`config.mk`:
```
export PLATFORM = sky130hd
export DESIGN_NAME = cpu_controller
export DESIGN_NICKNAME = d
export VERILOG_FILES = /design/src/rtl/cpu_defs.sv /design/src/rtl/cond_check.sv /design/src/rtl/cpu_controller.sv
export SDC_FILE = /design/constraint.sdc
export NUM_CORES = 1
export LEC_CHECK = 0
export CORE_AREA = 2 2 67 69
export CTS_CLUSTER_SIZE = 25
export DETAILED_ROUTE_END_ITERATION = 10
export DIE_AREA = 0 0 69 71
export HOLD_SLACK_MARGIN = 0.06
export PLACE_DENSITY = 0.69
export SKIP_CTS_REPAIR_TIMING = 1
export SLEW_MARGIN = 0
export SYNTH_ARGS = -nofsm -noshare
export SYNTH_HDL_FRONTEND = slang
export SYNTH_SLANG_ARGS = --single-unit
```
`constraint.sdc`:
```
create_clock -name clk -period 3.2 [get_ports clk]
set_input_delay 0.64 -clock clk [delete_from_list [all_inputs] [get_ports clk]]
set_output_delay 0.64 -clock clk [all_outputs]
set_load 0.02 [all_outputs]
```
`src/rtl/cpu_defs.sv`:
```
// cpu_defs: shared constants for the multi-cycle CPU controller.
//   - FSM state encodings (exposed on the STATE debug port)
//   - opcode / extension values the decoder distinguishes
//   - branch/jump condition codes and PSR flag bit positions
//   - datapath mux select encodings
package cpu_defs;

   // FSM state encodings
   localparam logic [3:0] ST_FETCH   = 4'd0;
   localparam logic [3:0] ST_DECODE  = 4'd1;
   localparam logic [3:0] ST_EXEC    = 4'd2;
   localparam logic [3:0] ST_ALU_WB  = 4'd3;
   localparam logic [3:0] ST_MOV_WB  = 4'd4;
   localparam logic [3:0] ST_MOVI_WB = 4'd5;
   localparam logic [3:0] ST_LD_RD   = 4'd6;
   localparam logic [3:0] ST_LD_WB   = 4'd7;
   localparam logic [3:0] ST_ST_WR   = 4'd8;
   localparam logic [3:0] ST_BRANCH  = 4'd9;
   localparam logic [3:0] ST_JUMP    = 4'd10;

   // Opcodes (instruction bits 15:12)
   localparam logic [3:0] OPC_RTYPE = 4'b0000;
   localparam logic [3:0] OPC_MEM   = 4'b0100;
   localparam logic [3:0] OPC_CMPI  = 4'b1011;
   localparam logic [3:0] OPC_BCOND = 4'b1100;
   localparam logic [3:0] OPC_MOVI  = 4'b1101;
   localparam logic [3:0] OPC_NOP   = 4'b1111;

   // Extensions (instruction bits 7:4)
   localparam logic [3:0] EXT_LOAD  = 4'b0000;
   localparam logic [3:0] EXT_STOR  = 4'b0100;
   localparam logic [3:0] EXT_CMP   = 4'b1011;
   localparam logic [3:0] EXT_JCOND = 4'b1100;
   localparam logic [3:0] EXT_MOV   = 4'b1101;

   // Condition codes (instruction bits 11:8)
   localparam logic [3:0] CC_EQ = 4'b0000;
   localparam logic [3:0] CC_NE = 4'b0001;
   localparam logic [3:0] CC_CS = 4'b0010;
   localparam logic [3:0] CC_CC = 4'b0011;
   localparam logic [3:0] CC_GT = 4'b0110;
   localparam logic [3:0] CC_LE = 4'b0111;
   localparam logic [3:0] CC_UC = 4'b1110;

   // PSR flag positions: {N,Z,F,L,C}
   localparam int PSR_N = 4;
   localparam int PSR_Z = 3;
   localparam int PSR_F = 2;
   localparam int PSR_L = 1;
   localparam int PSR_C = 0;

   // Mux select encodings
   localparam logic       MEM_S_RDEST  = 1'b0;
   localparam logic       MEM_S_PC     = 1'b1;
   localparam logic       PC_S_RSRC    = 1'b0;
   localparam logic       PC_S_ALU     = 1'b1;
   localparam logic [1:0] WD_S_IMM     = 2'd0;
   localparam logic [1:0] WD_S_RSRC    = 2'd1;
   localparam logic [1:0] WD_S_MEM     = 2'd2;
   localparam logic [1:0] WD_S_ALU     = 2'd3;
   localparam logic [1:0] ALUA_S_RSRC  = 2'd0;
   localparam logic [1:0] ALUA_S_PC    = 2'd1;
   localparam logic [1:0] ALUA_S_IMM   = 2'd2;
   localparam logic [1:0] ALUB_S_RDEST = 2'd0;
   localparam logic [1:0] ALUB_S_IMM   = 2'd1;
   localparam logic [1:0] ALUB_S_ONE   = 2'd2;

endpackage

```
`src/rtl/cond_check.sv`:
```
// cond_check: combinational branch/jump condition evaluator.
//   COND    - condition code field of the instruction
//   PSR_OUT - status flags {N,Z,F,L,C}
//   taken   - 1 when the condition holds; unknown codes are never taken
module cond_check
   import cpu_defs::*;
#(
   parameter int REG_ADD = 4,
   parameter int PSRL    = 5
) (
   input  logic [REG_ADD-1:0] COND,
   input  logic [PSRL-1:0]    PSR_OUT,
   output logic               taken
);

   // F and L do not take part in any condition this controller supports.
   logic unused_flags;
   assign unused_flags = ^{PSR_OUT[PSR_F], PSR_OUT[PSR_L]};

   always_comb begin
      taken = 1'b0;
      case (COND)
         REG_ADD'(CC_EQ): taken = PSR_OUT[PSR_Z];
         REG_ADD'(CC_NE): taken = ~PSR_OUT[PSR_Z];
         REG_ADD'(CC_CS): taken = PSR_OUT[PSR_C];
         REG_ADD'(CC_CC): taken = ~PSR_OUT[PSR_C];
         REG_ADD'(CC_GT): taken = PSR_OUT[PSR_N];
         REG_ADD'(CC_LE): taken = ~PSR_OUT[PSR_N];
         REG_ADD'(CC_UC): taken = 1'b1;
         default:         taken = 1'b0;
      endcase
   end

endmodule

```
`src/rtl/cpu_controller.sv`:
```
// cpu_controller: Moore FSM sequencing a multi-cycle CPU datapath.
//   clk/reset             - rising-edge clock, async active-low reset
//   OP_CODE/OP_EXT/COND   - instruction fields from the instruction register
//   PSR_OUT               - status flags {N,Z,F,L,C}
//   MEM_READY             - memory access completes this cycle
//   PC_S, MEM_S, WD_S,
//   ALUA_S, ALUB_S        - datapath mux selects
//   *_EN, REG_WR, MEM_WE  - register enables / write strobes (0 in reset)
//   SE_SIGN, ALU_ADD      - immediate extension mode, force ALU to ADD
//   STATE                 - current FSM state (debug)
//   INSTR_CNT             - retired-instruction counter, wraps at 16 bits
module cpu_controller
   import cpu_defs::*;
#(
   parameter int REG_ADD = 4,
   parameter int PSRL    = 5
) (
   input  logic               clk,
   input  logic               reset,
   input  logic [REG_ADD-1:0] OP_CODE,
   input  logic [REG_ADD-1:0] OP_EXT,
   input  logic [REG_ADD-1:0] COND,
   input  logic [PSRL-1:0]    PSR_OUT,
   input  logic               MEM_READY,
   output logic               PC_S,
   output logic               MEM_S,
   output logic [1:0]         WD_S,
   output logic [1:0]         ALUA_S,
   output logic [1:0]         ALUB_S,
   output logic               INSTR_EN,
   output logic               ALU_OUT_EN,
   output logic               MEM_REG_EN,
   output logic               PC_EN,
   output logic               PSR_EN,
   output logic               REG_WR,
   output logic               SE_SIGN,
   output logic               MEM_WE,
   output logic               ALU_ADD,
   output logic [3:0]         STATE,
   output logic [15:0]        INSTR_CNT
);

   logic [3:0]  state_q, state_d;
   logic [15:0] instr_cnt_q, instr_cnt_d;
   logic        cond_taken;
   logic        is_rtype;
   logic        is_cmp;

   // Ungated enables; the reset gating below keeps them quiet while reset
   // is low even though FETCH (the reset state) would otherwise react to
   // MEM_READY.
   logic instr_en_c, alu_out_en_c, mem_reg_en_c, pc_en_c;
   logic psr_en_c, reg_wr_c, mem_we_c;

   cond_check #(
      .REG_ADD (REG_ADD),
      .PSRL    (PSRL)
   ) u_cond_check (
      .COND    (COND),
      .PSR_OUT (PSR_OUT),
      .taken   (cond_taken)
   );

   assign is_rtype = (OP_CODE == REG_ADD'(OPC_RTYPE));
   // Compares update flags only; they have no register write-back.
   assign is_cmp   = (is_rtype && (OP_EXT == REG_ADD'(EXT_CMP))) ||
                     (OP_CODE == REG_ADD'(OPC_CMPI));

   always_comb begin
      state_d      = state_q;
      PC_S         = 1'b0;
      MEM_S        = 1'b0;
      WD_S         = 2'd0;
      ALUA_S       = 2'd0;
      ALUB_S       = 2'd0;
      SE_SIGN      = 1'b0;
      ALU_ADD      = 1'b0;
      instr_en_c   = 1'b0;
      alu_out_en_c = 1'b0;
      mem_reg_en_c = 1'b0;
      pc_en_c      = 1'b0;
      psr_en_c     = 1'b0;
      reg_wr_c     = 1'b0;
      mem_we_c     = 1'b0;

      case (state_q)
         ST_FETCH: begin
            // Read the instruction at PC and compute PC+1 in the same cycle.
            MEM_S   = MEM_S_PC;
            ALUA_S  = ALUA_S_PC;
            ALUB_S  = ALUB_S_ONE;
            ALU_ADD = 1'b1;
            PC_S    = PC_S_ALU;
            if (MEM_READY) begin
               instr_en_c = 1'b1;
               pc_en_c    = 1'b1;
               state_d    = ST_DECODE;
            end
         end

         ST_DECODE: begin
            if (is_rtype) begin
               state_d = (OP_EXT == REG_ADD'(EXT_MOV)) ? ST_MOV_WB : ST_EXEC;
            end else if (OP_CODE == REG_ADD'(OPC_MOVI)) begin
               state_d = ST_MOVI_WB;
            end else if (OP_CODE == REG_ADD'(OPC_MEM)) begin
               case (OP_EXT)
                  REG_ADD'(EXT_LOAD):  state_d = ST_LD_RD;
                  REG_ADD'(EXT_STOR):  state_d = ST_ST_WR;
                  REG_ADD'(EXT_JCOND): state_d = ST_JUMP;
                  default:             state_d = ST_FETCH;
               endcase
            end else if (OP_CODE == REG_ADD'(OPC_BCOND)) begin
               state_d = ST_BRANCH;
            end else if (OP_CODE == REG_ADD'(OPC_NOP)) begin
               state_d = ST_FETCH;
            end else begin
               state_d = ST_EXEC;
            end
         end

         ST_EXEC: begin
            alu_out_en_c = 1'b1;
            psr_en_c     = 1'b1;
            if (is_rtype) begin
               ALUA_S = ALUA_S_RSRC;
               ALUB_S = ALUB_S_RDEST;
            end else begin
               ALUA_S  = ALUA_S_IMM;
               ALUB_S  = ALUB_S_IMM;
               SE_SIGN = 1'b1;
            end
            state_d = is_cmp ? ST_FETCH : ST_ALU_WB;
         end

         ST_ALU_WB: begin
            reg_wr_c = 1'b1;
            WD_S     = WD_S_ALU;
            state_d  = ST_FETCH;
         end

         ST_MOV_WB: begin
            reg_wr_c = 1'b1;
            WD_S     = WD_S_RSRC;
            state_d  = ST_FETCH;
         end

         ST_MOVI_WB: begin
            // MOVI loads an unsigned immediate, hence zero extension.
            reg_wr_c = 1'b1;
            WD_S     = WD_S_IMM;
            SE_SIGN  = 1'b0;
            state_d  = ST_FETCH;
         end

         ST_LD_RD: begin
            MEM_S = MEM_S_RDEST;
            if (MEM_READY) begin
               mem_reg_en_c = 1'b1;
               state_d      = ST_LD_WB;
            end
         end

         ST_LD_WB: begin
            reg_wr_c = 1'b1;
            WD_S     = WD_S_MEM;
            state_d  = ST_FETCH;
         end

         ST_ST_WR: begin
            // Write strobe stays up through the completing cycle.
            MEM_S    = MEM_S_RDEST;
            mem_we_c = 1'b1;
            if (MEM_READY) begin
               state_d = ST_FETCH;
            end
         end

         ST_BRANCH: begin
            // PC already holds PC+1 from fetch, so this yields PC+1+disp.
            ALUA_S  = ALUA_S_PC;
            ALUB_S  = ALUB_S_IMM;
            SE_SIGN = 1'b1;
            ALU_ADD = 1'b1;
            PC_S    = PC_S_ALU;
            pc_en_c = cond_taken;
            state_d = ST_FETCH;
         end

         ST_JUMP: begin
            PC_S    = PC_S_RSRC;
            pc_en_c = cond_taken;
            state_d = ST_FETCH;
         end

         default: begin
            state_d = ST_FETCH;
         end
      endcase
   end

   // Count one retired instruction per return to FETCH.
   always_comb begin
      instr_cnt_d = instr_cnt_q;
      if ((state_q != ST_FETCH) && (state_d == ST_FETCH)) begin
         instr_cnt_d = instr_cnt_q + 16'd1;
      end
   end

   always_ff @(posedge clk or negedge reset) begin
      if (!reset) begin
         state_q     <= ST_FETCH;
         instr_cnt_q <= 16'd0;
      end else begin
         state_q     <= state_d;
         instr_cnt_q <= instr_cnt_d;
      end
   end

   assign INSTR_EN   = instr_en_c   & reset;
   assign ALU_OUT_EN = alu_out_en_c & reset;
   assign MEM_REG_EN = mem_reg_en_c & reset;
   assign PC_EN      = pc_en_c      & reset;
   assign PSR_EN     = psr_en_c     & reset;
   assign REG_WR     = reg_wr_c     & reset;
   assign MEM_WE     = mem_we_c     & reset;

   assign STATE     = state_q;
   assign INSTR_CNT = instr_cnt_q;

endmodule

```
==> results of run 1 <==
## kinds of logic after synthesis
logic type | share of synthesized area, %
compound gates | 10.3
flops | 35.4
xor+xnor | 12.3
fa+ha+maj | 0.886
mux | 1.86
buf+inv | 4.96
simple gates | 34.3
## synthesized netlist by cell type, types with 3 or more instances
master	number	area, um^2
sky130_fd_sc_hd__a21oi_1	4	20.0
sky130_fd_sc_hd__nand2_1	11	41.3
sky130_fd_sc_hd__nor2_1	9	33.8
sky130_fd_sc_hd__xor2_1	7	61.3
sky130_fd_sc_hd__inv_1	4	15.0
sky130_fd_sc_hd__nand4_1	3	18.8
sky130_fd_sc_hd__xnor2_1	11	96.3
sky130_fd_sc_hd__nand3_1	7	35.0
sky130_fd_sc_hd__nor3_1	7	35.0
sky130_fd_sc_hd__dfrtp_1	20	500
sky130_fd_sc_hd__clkbuf_1	3	11.3
sky130_fd_sc_hd__buf_4	3	22.5
sky130_fd_sc_hd__nor4_1	7	43.8
sky130_fd_sc_hd__buf_2	3	15.0
sky130_fd_sc_hd__and3_1	9	56.3
## worst max-delay path: stages
cell,delay [ns]
sky130_fd_sc_hd__clkdlybuf4s50_1,0.46
sky130_fd_sc_hd__nor4_4,0.37
sky130_fd_sc_hd__nor4_1,0.09
sky130_fd_sc_hd__a31oi_1,0.20
sky130_fd_sc_hd__nor2_1,0.06
sky130_fd_sc_hd__clkdlybuf4s50_1,0.55
## layout make-up
| type | count | area, um^2 |
|---|---|---|
| Timing Repair Buffer | 64 | 618 |
| Clock buffer | 3 | 41.3 |
| Multi-Input combinational cell | 117 | 842 |
| Fill cell | 393 | 2120 |
| Tap cell | 52 | 65.1 |
| Sequential cell | 20 | 500 |
| Inverter | 5 | 21.3 |
## registers in the layout (all words and copies together) (netlist names)
| register | cells |
|---|---|
| INSTR_CNT | 16 |
| STATE | 4 |
## through the flow
stage	std cells	hold WS [ns]	TNS (ns)	total power [mW]
finish	261	0.471	0	1.52
global route	261	0.509	0	1.62
CTS	261	0.482	-0.0393	1.54
detailed placement	258	0.462	-0.0442	1.37
global placement	258	0.470	-0.00640	1.36
floorplan	151	0.344	0	0.969
## path summary, 6_finish.rpt
path / startpoint / endpoint / slack [ns] / cells after the start
max in group asynchronous: reset / INSTR_CNT[15] / 2.10 / 2
min: INSTR_CNT[15] / INSTR_CNT[15] / 0.47 / 1
min in group asynchronous: reset / INSTR_CNT[7] / 0.89 / 2
min reg2reg: INSTR_CNT[15] / INSTR_CNT[15] / 0.47 / 1
max: OP_CODE[0] / ALUB_S[0] / 0.20 / 6
max reg2reg: STATE[0] / INSTR_CNT[1] / 0.57 / 8
## layer usage
layer	track usage [%]	routed length [um]	share of wire [%]	up-vias
met5	0	0	0	-
met4	3.92	41	1.2	0
met3	3.56	232	6.6	3
met2	23.1	1560	45	45
met1	19.4	1670	48	649
li1	-	-	-	678
## power groups by stage
| stage | registers [mW] | logic (mW) | clock network, mW |
|---|---|---|---|
| 5_1_grt | 0.437 | 0.999 | 0.180 |
| 2_1_floorplan | 0.440 | 0.529 | 0 |
| 6_report | 0.421 | 0.937 | 0.163 |
| 3_5_place_dp | 0.424 | 0.946 | 0 |
| 4_1_cts | 0.420 | 0.948 | 0.172 |
| 3_3_place_gp | 0.426 | 0.931 | 0 |
==> summary by stage, run 1 <==
Status
The run finished with clean final reports.

Critical path
The path type of the worst setup path is in -> out. The worst setup path is launched from an input port. STA puts the critical path data required time at 2.56 ns. The worst setup path is captured at an output port. Along the worst path, the maximum fanout reaches 3. For the worst setup path, the data arrival time is 2.36 ns.

Route
For this run, design rule violations remaining after detail routing come to 0. After detailed routing, the total wire length is 3510 um. The number of vias per cell after detailed routing is 5.27. The detailed router placed 1375 vias in this run. The detailed-route wire length per cell is 13.4 um. The pre-antenna-repair detailed-routing pass consisted of 4 iterations. In this run the remaining antenna-violating nets after routing total 0. The number of DRC markers after the initial detailed-route iteration is between 50 and 60.

Power and ir drop
The clock network burns 10.7% of the power. The proportion of total power due to net switching is approximately 44%. In this run the power density over the cells is roughly 730 nW/um^2. For this design the static power due to leakage is 0.898 nW. Combinational cells account for 61.6% of the total power. The share of total power in sequential cells is between 20% and 30%.

The worst ir drop on vdd is 0.000473 V. The total net switching power is 671 uW. Cell internal power was estimated by the tool at 850 uW.

Global routing
The total congestion overflow is 0. The wire length of the first global-routing pass is approximately 5800 um. Across every metal layer, demand over resource in global routing totals 14.4%. The number of global-route vias before repair came to 1213.

Entering global routing, the biggest net connects 21 pins. The number of antenna violations at the first check in global routing is 0.

Layout
Cells fill 49.7% of the core in the end. Leaving out fill and tap cells, the most frequent cells in the layout are sky130_fd_sc_hd__clkdlybuf4s50_1, sky130_fd_sc_hd__dfrtp_1, sky130_fd_sc_hd__nand2_1, sky130_fd_sc_hd__xnor2_1, sky130_fd_sc_hd__buf_4. The repair_antennas step left the layout with diodes totalling 0. From synthesis to final layout, the design area changed by 47.8%. Leaving out fill and tap cells, the most frequent cell in the layout is sky130_fd_sc_hd__clkdlybuf4s50_1. The number of nets in the finished design is 232. The final instance area is 2090 um^2. Of the cells placed in the final design, the portion with a size suffix greater than 1 is 12.0%.

STA
The transition time at the pin with the least slew margin is 0.577 ns. The post-route fraction of the period consumed by the critical path is between 90% and 100%. For this run, the top clock speed supported by timing is 0.334 GHz. Setup repair after global routing left no endpoint under its margin. The final max-slew violation count is 0. The final worst slack is 0.204 ns. Across the routed clock network, the largest skew measured is between 0.002 and 0.0025 ns. The final setup violation count is 0.

The max-slew headroom at the worst pin is 61.0%. The number of hold-slack violations in the final timing report is 0. The routed design could run at a clock period as short as 3.00 ns.

Synth
The post-synthesis instance area is 1410 um^2. Counting flops with an async set or reset pin after synthesis yields a share of 100%. After synthesis the netlist holds a flip-flop and latch count of 20. The synthesis warning total is 0. The most instantiated flip-flop cell in the synthesis netlist is sky130_fd_sc_hd__dfrtp_1.

The sequential cell area fraction in the yosys report is between 30% and 40%. Yosys mapped a number of flops with a built-in enable equal to 0. When the netlist entered floorplanning its net count stood at 172. The mean instance size in the synthesized netlist is between 9 and 10 um^2. Synthesis produced a netlist whose cell count is 151. The number of distinct standard cells referenced by the synthesized netlist is 48.

Die
The area inside the core boundary is 4200 um^2. The area enclosed by the die boundary is between 4000 and 5000 um^2. The count of boundary I/O pins is 57. The placement row count is 24. The die is 71 um tall.

The x dimension of the die is roughly 70 um. The effective utilization at floorplan is 33.6%.

Clock network
TritonCTS built the clock tree. In this run the number of H-tree levels came out at 1. The clock-pin transition on the worst setup and hold timing paths is 0.07 ns. The tree is rooted in a sky130_fd_sc_hd__clkbuf_8. The number of buffers created by CTS is 3. The number of buffers on the longest clock path is 2. The sink count of the clock tree is 20.

The clock latency on the worst-skew pair is about 0.26 ns.

Place
Routability-driven placement finished with a final weighted congestion of around 0.84. The count of buffers added on input and output ports is 54. The HPWL after detailed placement is between 2000 and 3000 um. The placement-stage cell area is 2040 um^2. At the placement stage, the worst setup path has a slack of -0.0442 ns.

Flow run
The number of max-cap violations is 0.

Hold path
The class of the tightest hold or removal check is reg -> reg.
Note: power is estimated with default switching activity, not from simulation.
==> inputs of run 2 (changes only) <==
--- a/config.mk
+++ b/config.mk
@@ -5,14 +5,14 @@
 export SDC_FILE = /design/constraint.sdc
 export NUM_CORES = 1
 export LEC_CHECK = 0
-export CORE_AREA = 2 2 67 69
-export CTS_CLUSTER_SIZE = 25
+export CORE_AREA = 2 2 65 67
 export DETAILED_ROUTE_END_ITERATION = 10
-export DIE_AREA = 0 0 69 71
+export DIE_AREA = 0 0 67 69
 export HOLD_SLACK_MARGIN = 0.06
-export PLACE_DENSITY = 0.69
+export PLACE_DENSITY = 0.71
 export SKIP_CTS_REPAIR_TIMING = 1
 export SLEW_MARGIN = 0
 export SYNTH_ARGS = -nofsm -noshare
 export SYNTH_HDL_FRONTEND = slang
+export SYNTH_HIERARCHICAL = 1
 export SYNTH_SLANG_ARGS = --single-unit
==> summary by stage, run 2 <==
Status
The flow ran to the end, and the final reports show no timing, DRC or antenna violations.

STA
The final max-slew violation count is 0 (unchanged). Setup repair after global routing left no endpoint under its margin. The transition time at the pin with the least slew margin came to 0.494 ns (-0.0828 ns). The post-route fraction of the period consumed by the critical path is 94.3% (+0.71 points). The final worst slack is 0.181 ns (-0.0227 ns).

The achievable frequency is 0.331 GHz (-0.75%). The number of hold-slack violations in the final timing report is 0 (unchanged). The max-slew headroom at the worst pin is 66.6% (+5.6 points). The final setup violation count was 0 (unchanged).

The worst setup skew after layout is 0.00114 ns (-0.00107 ns). The shortest clock period the worst path allows after layout came to 3.02 ns (+0.0227 ns).

Synth
The simple-gate portion of the synthesized area is 29.9% (-4.4 points). The post-synthesis adder-cell area fraction is 0.945% (+0.059 points). The share of the synthesized area in compound gates (AO/OA/AOI/OAI) is 10.9% (+0.59 points). The most frequent cell after synthesis is sky130_fd_sc_hd__dfrtp_1. By area the synthesized netlist is led by sky130_fd_sc_hd__dfrtp_1, sky130_fd_sc_hd__xnor2_1, sky130_fd_sc_hd__nand4_1, sky130_fd_sc_hd__nor4_4, sky130_fd_sc_hd__and3_1.

In the synthesized netlist, the cells that appear most often are sky130_fd_sc_hd__dfrtp_1, sky130_fd_sc_hd__xnor2_1, sky130_fd_sc_hd__nor2_1. The mean instance size in the synthesized netlist is 9.46 um^2 (+1.1%). The proportion of synthesized flip-flops having asynchronous set or reset is 100% (unchanged). The instance count of the mapped netlist is 140 (-7.3%). The number of synthesized flops with an enable pin is 0 (unchanged). The post-synthesis net count came to 161 (-6.4%). The multiplexer area fraction after synthesis is 1.70% (-0.16 points). The post-synthesis instance area is 1320 um^2 (-6.3%). The number of distinct standard cells referenced by the synthesized netlist came to 45 (-6.3%). The sequential cell area fraction in the yosys report came to 37.8% (+2.4 points). The register bit count reported by yosys is 20 (unchanged). The most instantiated flip-flop cell in the synthesis netlist is sky130_fd_sc_hd__dfrtp_1. The XOR/XNOR share of the synthesized area is 12.6% (+0.26 points). After synthesis, the largest family of logic cells by area is simple AND/OR/NAND/NOR gates. The top cell type by total area after synthesis is sky130_fd_sc_hd__dfrtp_1. The synthesis warning total is 6 (+6). The fraction of synthesized cell area taken by the top area cell type came to 37.8% (+2.4 points).

Clock network
The clock latency on the worst-skew pair was 0.26 ns (about the same). The sink count of the clock tree is 20 (unchanged). The number of buffers created by CTS is 3 (unchanged). The cell sitting at the root of the clock tree is a sky130_fd_sc_hd__clkbuf_8. The number of buffers on the longest clock path is 2 (unchanged). TritonCTS built the clock tree. The level count of the clock H-tree is 1 (unchanged). The clock-pin transition on the worst setup and hold timing paths came to 0.07 ns (about the same).

Layout
The flip-flop count of the largest register, all copies and words added is 16 (unchanged). The area growth from synthesis to final layout is 48.2%. The leading cell type in the layout, fill and taps excluded is sky130_fd_sc_hd__clkdlybuf4s50_1. The number of nets in the finished design is 215 (-7.3%).

The utilization after layout is 50.1% (+0.46 points). The diode insertion count for antenna repair is 0 (unchanged). The fraction of final layout cells with drive strength greater than 1 is 7.25% (-4.7 points). In the layout the commonest cells are sky130_fd_sc_hd__clkdlybuf4s50_1, sky130_fd_sc_hd__dfrtp_1, sky130_fd_sc_hd__xnor2_1.

Critical path
The worst setup path is launched from an input port. The arrival time reported for the critical path endpoint is 2.38 ns (+0.02 ns). The path type of the worst setup path is in -> out. The maximum fanout along the worst path is 4 (+1). The required time of the worst setup path is 2.56 ns (about the same).

STA classifies the critical path endpoint as an output port.

Route
The number of DRC markers after the initial detailed-route iteration came to 33 (-41%). The detailed-route wire length per cell is 12.6 um (-6.3%). The overall via count from detail_route is 1224 (-11%). The detailed-routing iteration count for the pre-antenna-repair pass is 4 (unchanged). The number of remaining DRC errors is 0 (unchanged). The count of antenna-violating nets left after detailed routing was 0 (unchanged). The number of vias per cell after detailed routing was 5.04 (-4.4%).

The post-detailed-routing wire length was 3060 um (-13%).

Place
The worst slack at placement came to -0.00677 ns (+0.0374 ns). The port buffer count is 54 (unchanged). The placed wire-length estimate is 2260 um (-14%). The weighted congestion reported at the end of routability-driven placement is 0.806 (-4.3%).

Die
The overall die height is 69 um (-2.8%). The count of boundary I/O pins is 57 (unchanged). The area enclosed by the die boundary is 4620 um^2 (-5.6%).

The placement row count is 23 (-4.2%). The area inside the core boundary is 3910 um^2 (-6.9%). The x dimension of the die is 67 um (-2.9%). The effective utilization at floorplan was 33.8% (+0.22 points).

Global routing
The largest net degree at the start of global routing is 21 (unchanged). The number of global-route vias before repair is 1149 (-5.3%). The number of antenna violations at the first check in global routing is 0 (unchanged).

The total congestion overflow is 0 (unchanged). The overall track demand over capacity in global routing is 14.1% (-0.28 points). The wire length of the first global-routing pass is 5290 um (-9.1%).

Power and ir drop
The leakage power of the design came to 0.815 nW (-9.2%). The worst ir drop on vdd was 0.000453 V (-4.3%). The power per cell area is 712 nW/um^2 (-2.3%).

Flow run
The number of max-cap violations is 0 (unchanged).

Hold path
The class of the tightest hold or removal check is reg -> reg.
[run 2: per-layer routing]
layer  wire length, um  GRT usage (%)
met1              1450           18.9
met2              1340           22.1
met3               243           3.26
met4                27           4.54
met5                 0              0
[run 2: worst paths after layout]
check / from / end / cells past startpoint / slack, ns
hold / removal: INSTR_CNT[15] / INSTR_CNT[15] / 1 / 0.47
setup reg to reg: STATE[1] / INSTR_CNT[1] / 6 / 0.81
max in group asynchronous: reset / INSTR_CNT[10] / 2 / 2.13
hold reg to reg: INSTR_CNT[15] / INSTR_CNT[15] / 1 / 0.47
setup / recovery: OP_CODE[1] / ALUB_S[0] / 6 / 0.18
min in group asynchronous: reset / INSTR_CNT[15] / 2 / 0.87
[run 2: report_power, final]
group | leakage, nW | internal, mW | switching (mW) | total (mW)
Combinational | 0.521 | 0.398 | 0.416 | 0.814
Clock | 0.0288 | 0.110 | 0.0821 | 0.192
Sequential | 0.266 | 0.304 | 0.0867 | 0.391
[run 2: layout make-up]
class	instances	area (um^2)
Sequential cell	20	500
Clock buffer	4	55.1
Inverter	6	22.5
Timing Repair Buffer	59	581
Multi-Input combinational cell	104	741
Tap cell	50	62.6
Fill cell	389	1950
[run 2: critical path, cell delays in order]
cell,delay (ns)
sky130_fd_sc_hd__clkdlybuf4s50_1,0.49
sky130_fd_sc_hd__nor4_4,0.36
sky130_fd_sc_hd__nor4_1,0.08
sky130_fd_sc_hd__a31oi_1,0.19
sky130_fd_sc_hd__nor2_1,0.06
sky130_fd_sc_hd__clkdlybuf4s50_1,0.55
[run 2: kinds of logic after synthesis]
family / Yosys count
adders and majority gates: 1
and+or+nand+nor: 63
DFF: 20
xor gates and xnor gates: 19
AOI/OAI and AO/OA: 19
buffers and inverters: 16
muxes: 2
[run 2: metrics by stage]
step	total power, mW	setup TNS (ns)	hold WS [ns]	instance area (um^2)	cells
6_report	1.40	0	0.474	1960	243
2_1_floorplan	0.905	0	0.344	1320	140
3_5_place_dp	1.21	-0.00677	0.473	1900	239
3_3_place_gp	1.20	0	0.462	1900	239
5_1_grt	1.50	0	0.488	1960	243
4_1_cts	1.41	-0.0189	0.483	1960	243
==> inputs of run 3 (changes only) <==
--- a/config.mk
+++ b/config.mk
@@ -10,7 +10,6 @@
 export DIE_AREA = 0 0 67 69
 export HOLD_SLACK_MARGIN = 0.06
 export PLACE_DENSITY = 0.71
-export SKIP_CTS_REPAIR_TIMING = 1
 export SLEW_MARGIN = 0
 export SYNTH_ARGS = -nofsm -noshare
 export SYNTH_HDL_FRONTEND = slang
==> summary by stage, run 3 (synthesis results as in run 2) <==
Status
The flow ran to the end, and the final reports show no timing, DRC or antenna violations.

Route
The detailed-routing iteration count for the pre-antenna-repair pass is 4 (unchanged). The count of antenna-violating nets left after detailed routing came to 0 (unchanged). The post-detailed-routing wire length is 3060 um (about the same). The number of remaining DRC errors came to 0 (unchanged). The overall via count from detail_route is 1224 (unchanged). The number of vias per cell after detailed routing is 5.04 (unchanged). The number of DRC markers after the initial detailed-route iteration came to 33 (unchanged). The detailed-route wire length per cell is 12.6 um (about the same).

Die
The count of boundary I/O pins is 57 (unchanged). The area enclosed by the die boundary came to 4620 um^2 (unchanged). The x dimension of the die is 67 um (unchanged). The placement row count is 23 (unchanged). The effective utilization at floorplan is 33.8% (unchanged).

The overall die height is 69 um (unchanged). The area inside the core boundary is 3910 um^2 (unchanged).

Hold path
The path class of the tightest hold or removal check is reg -> reg. The launch point of the worst hold path is INSTR_CNT[15].

STA
The post-route fraction of the period consumed by the critical path is 94.3% (unchanged). The shortest clock period the worst path allows after layout is 3.02 ns (unchanged). The transition time at the pin with the least slew margin is 0.494 ns (-0.000330 ns). The final worst slack is 0.181 ns (unchanged). The final max-slew violation count is 0 (unchanged). The final setup violation count is 0 (unchanged). The achievable frequency is 0.331 GHz (unchanged). The number of hold-slack violations in the final timing report came to 0 (unchanged). The worst setup skew after layout came to 0.00114 ns (unchanged). Setup repair after global routing left no endpoint under its margin. The max-slew headroom at the worst pin is 66.6% (about the same).

Power and ir drop
The total power of the final layout was 1.40 mW (about the same). The proportion of total power due to net switching is 41.9% (about the same). The cell-internal power came to 810 uW (-0.15%). The worst ir drop on vdd is 0.000453 V (about the same). The clock share of power is 13.7% (about the same). The share of total power in sequential cells came to 28.0% (about the same). The power per cell area was 713 nW/um^2 (+0.10%). The power share of the combinational group is 58.3% (about the same). The leakage power of the design is 0.803 nW (-1.6%).

The total net switching power is 585 uW (about the same).

Flow run
The number of max-cap violations is 0 (unchanged).

Clock network
The post-CTS setup buffer count is 0. The level count of the clock H-tree is 1 (unchanged). The clock tree from TritonCTS is yes.

The clock-pin transition on the worst setup and hold timing paths is 0.07 ns (about the same). The number of buffers on the longest clock path is 2 (unchanged). The cell sitting at the root of the clock tree is a sky130_fd_sc_hd__clkbuf_8. The sink count of the clock tree is 20 (unchanged). The number of buffers created by CTS came to 3 (unchanged). The clock latency on the worst-skew pair is 0.26 ns (about the same).

Layout
The non-filler instance count after layout is 243 (unchanged). The flip-flop count of the largest register, all copies and words added is 16 (unchanged). The final instance area is 1960 um^2 (-0.19%). The leading cell type in the layout, fill and taps excluded is sky130_fd_sc_hd__clkdlybuf4s50_1. The utilization after layout was 50.0% (-0.096 points).

The number of fillers in the final layout is 390 (+0.26%). In the layout the commonest cells are sky130_fd_sc_hd__clkdlybuf4s50_1, sky130_fd_sc_hd__dfrtp_1, sky130_fd_sc_hd__xnor2_1. The fraction of final layout cells with drive strength greater than 1 is 7.25% (unchanged). Relative to the synthesized area, the layout overhead comes to 47.9%. The number of nets in the finished design is 215 (unchanged). The diode insertion count for antenna repair is 0 (unchanged).

Critical path
The sort of element at the start of the critical path is an input port. The worst register-to-register path begins at STATE[1]. The arrival time reported for the critical path endpoint is 2.38 ns (about the same). The worst setup path is captured at an output port. The required time of the worst setup path is 2.56 ns (about the same). The most critical setup path has its startpoint at OP_CODE[1]. The setup path with the least slack is of type in -> out. The maximum fanout along the worst path came to 4 (unchanged).

Place
The worst slack at placement is -0.00677 ns (unchanged). The placed wire-length estimate is 2260 um (unchanged). The cell total after placement was 239 (unchanged). The placement-stage cell area came to 1900 um^2 (unchanged). The weighted congestion reported at the end of routability-driven placement is 0.806 (unchanged). The port buffer count is 54 (unchanged).

Global routing
The overall track demand over capacity in global routing came to 14.1% (unchanged). The number of antenna violations at the first check in global routing is 0 (unchanged). The wire length of the first global-routing pass came to 5290 um (unchanged). The number of global-route vias before repair is 1149 (unchanged). The largest net degree at the start of global routing is 21 (unchanged). The total congestion overflow is 0 (unchanged).
[run 3: cell count changes in the layout (fill, tap and decap cells not counted)]
cell                             previous run  this run
sky130_fd_sc_hd__dlymetal6s2s_1             1         0
sky130_fd_sc_hd__dlygate4sd2_1              0         1
[run 3: worst paths after layout]
path / end / slack (ns) / cells after the start
min in group asynchronous: INSTR_CNT[15] / 0.87 / 2
worst max register to register: INSTR_CNT[1] / 0.81 / 6
worst max-delay path: ALUB_S[0] / 0.18 / 6
max in group asynchronous: INSTR_CNT[10] / 2.13 / 2
worst min register to register: INSTR_CNT[15] / 0.47 / 1
worst min-delay path: INSTR_CNT[15] / 0.47 / 1
[run 3: power groups by stage]
| stage | clock, mW | sequential (mW) | combinational [mW] |
|---|---|---|---|
| 5_1_grt | 0.212 | 0.406 | 0.881 |
| 3_5_place_dp | 0 | 0.394 | 0.819 |
| 4_1_cts | 0.197 | 0.390 | 0.820 |
| 2_1_floorplan | 0 | 0.413 | 0.492 |
| 6_report | 0.192 | 0.391 | 0.813 |
| 3_3_place_gp | 0 | 0.394 | 0.811 |
[run 3: critical path: stages]
cell,delay (ns)
sky130_fd_sc_hd__clkdlybuf4s50_1,0.49
sky130_fd_sc_hd__nor4_4,0.36
sky130_fd_sc_hd__nor4_1,0.08
sky130_fd_sc_hd__a31oi_1,0.19
sky130_fd_sc_hd__nor2_1,0.06
sky130_fd_sc_hd__clkdlybuf4s50_1,0.55
[run 3: timing repair]
item | 4_1_cts | 5_1_grt
hold buffers | 0 | 0
setup endpoints to repair | 1 | 0
gates resized for setup | 1 | 0
[run 3: cell type report]
type | count | area (um^2) | area share (%)
multi-input cells | 104 | 741 | 37.8
clock buffers | 4 | 55.1 | 2.81
flip-flops and latches | 20 | 500 | 25.6
well taps | 50 | 62.6 | 3.19
inverters | 6 | 22.5 | 1.15
repair buffers | 59 | 577 | 29.5
[run 3: per-stage QoR]
step | hold WS, ns | setup TNS, ns
2_1_floorplan | 0.344 | 0
3_3_place_gp | 0.462 | 0
3_5_place_dp | 0.473 | -0.00677
4_1_cts | 0.483 | 0
5_1_grt | 0.488 | 0
6_report | 0.474 | 0
[run 3: routing by layer]
| metal | routed length (um) | up-vias | global-route usage [%] |
|---|---|---|---|
| li1 | - | 616 | - |
| met1 | 1450 | 564 | 18.9 |
| met2 | 1340 | 41 | 22.1 |
| met3 | 242 | 3 | 3.26 |
| met4 | 27 | 0 | 4.54 |
| met5 | 0 | - | 0 |
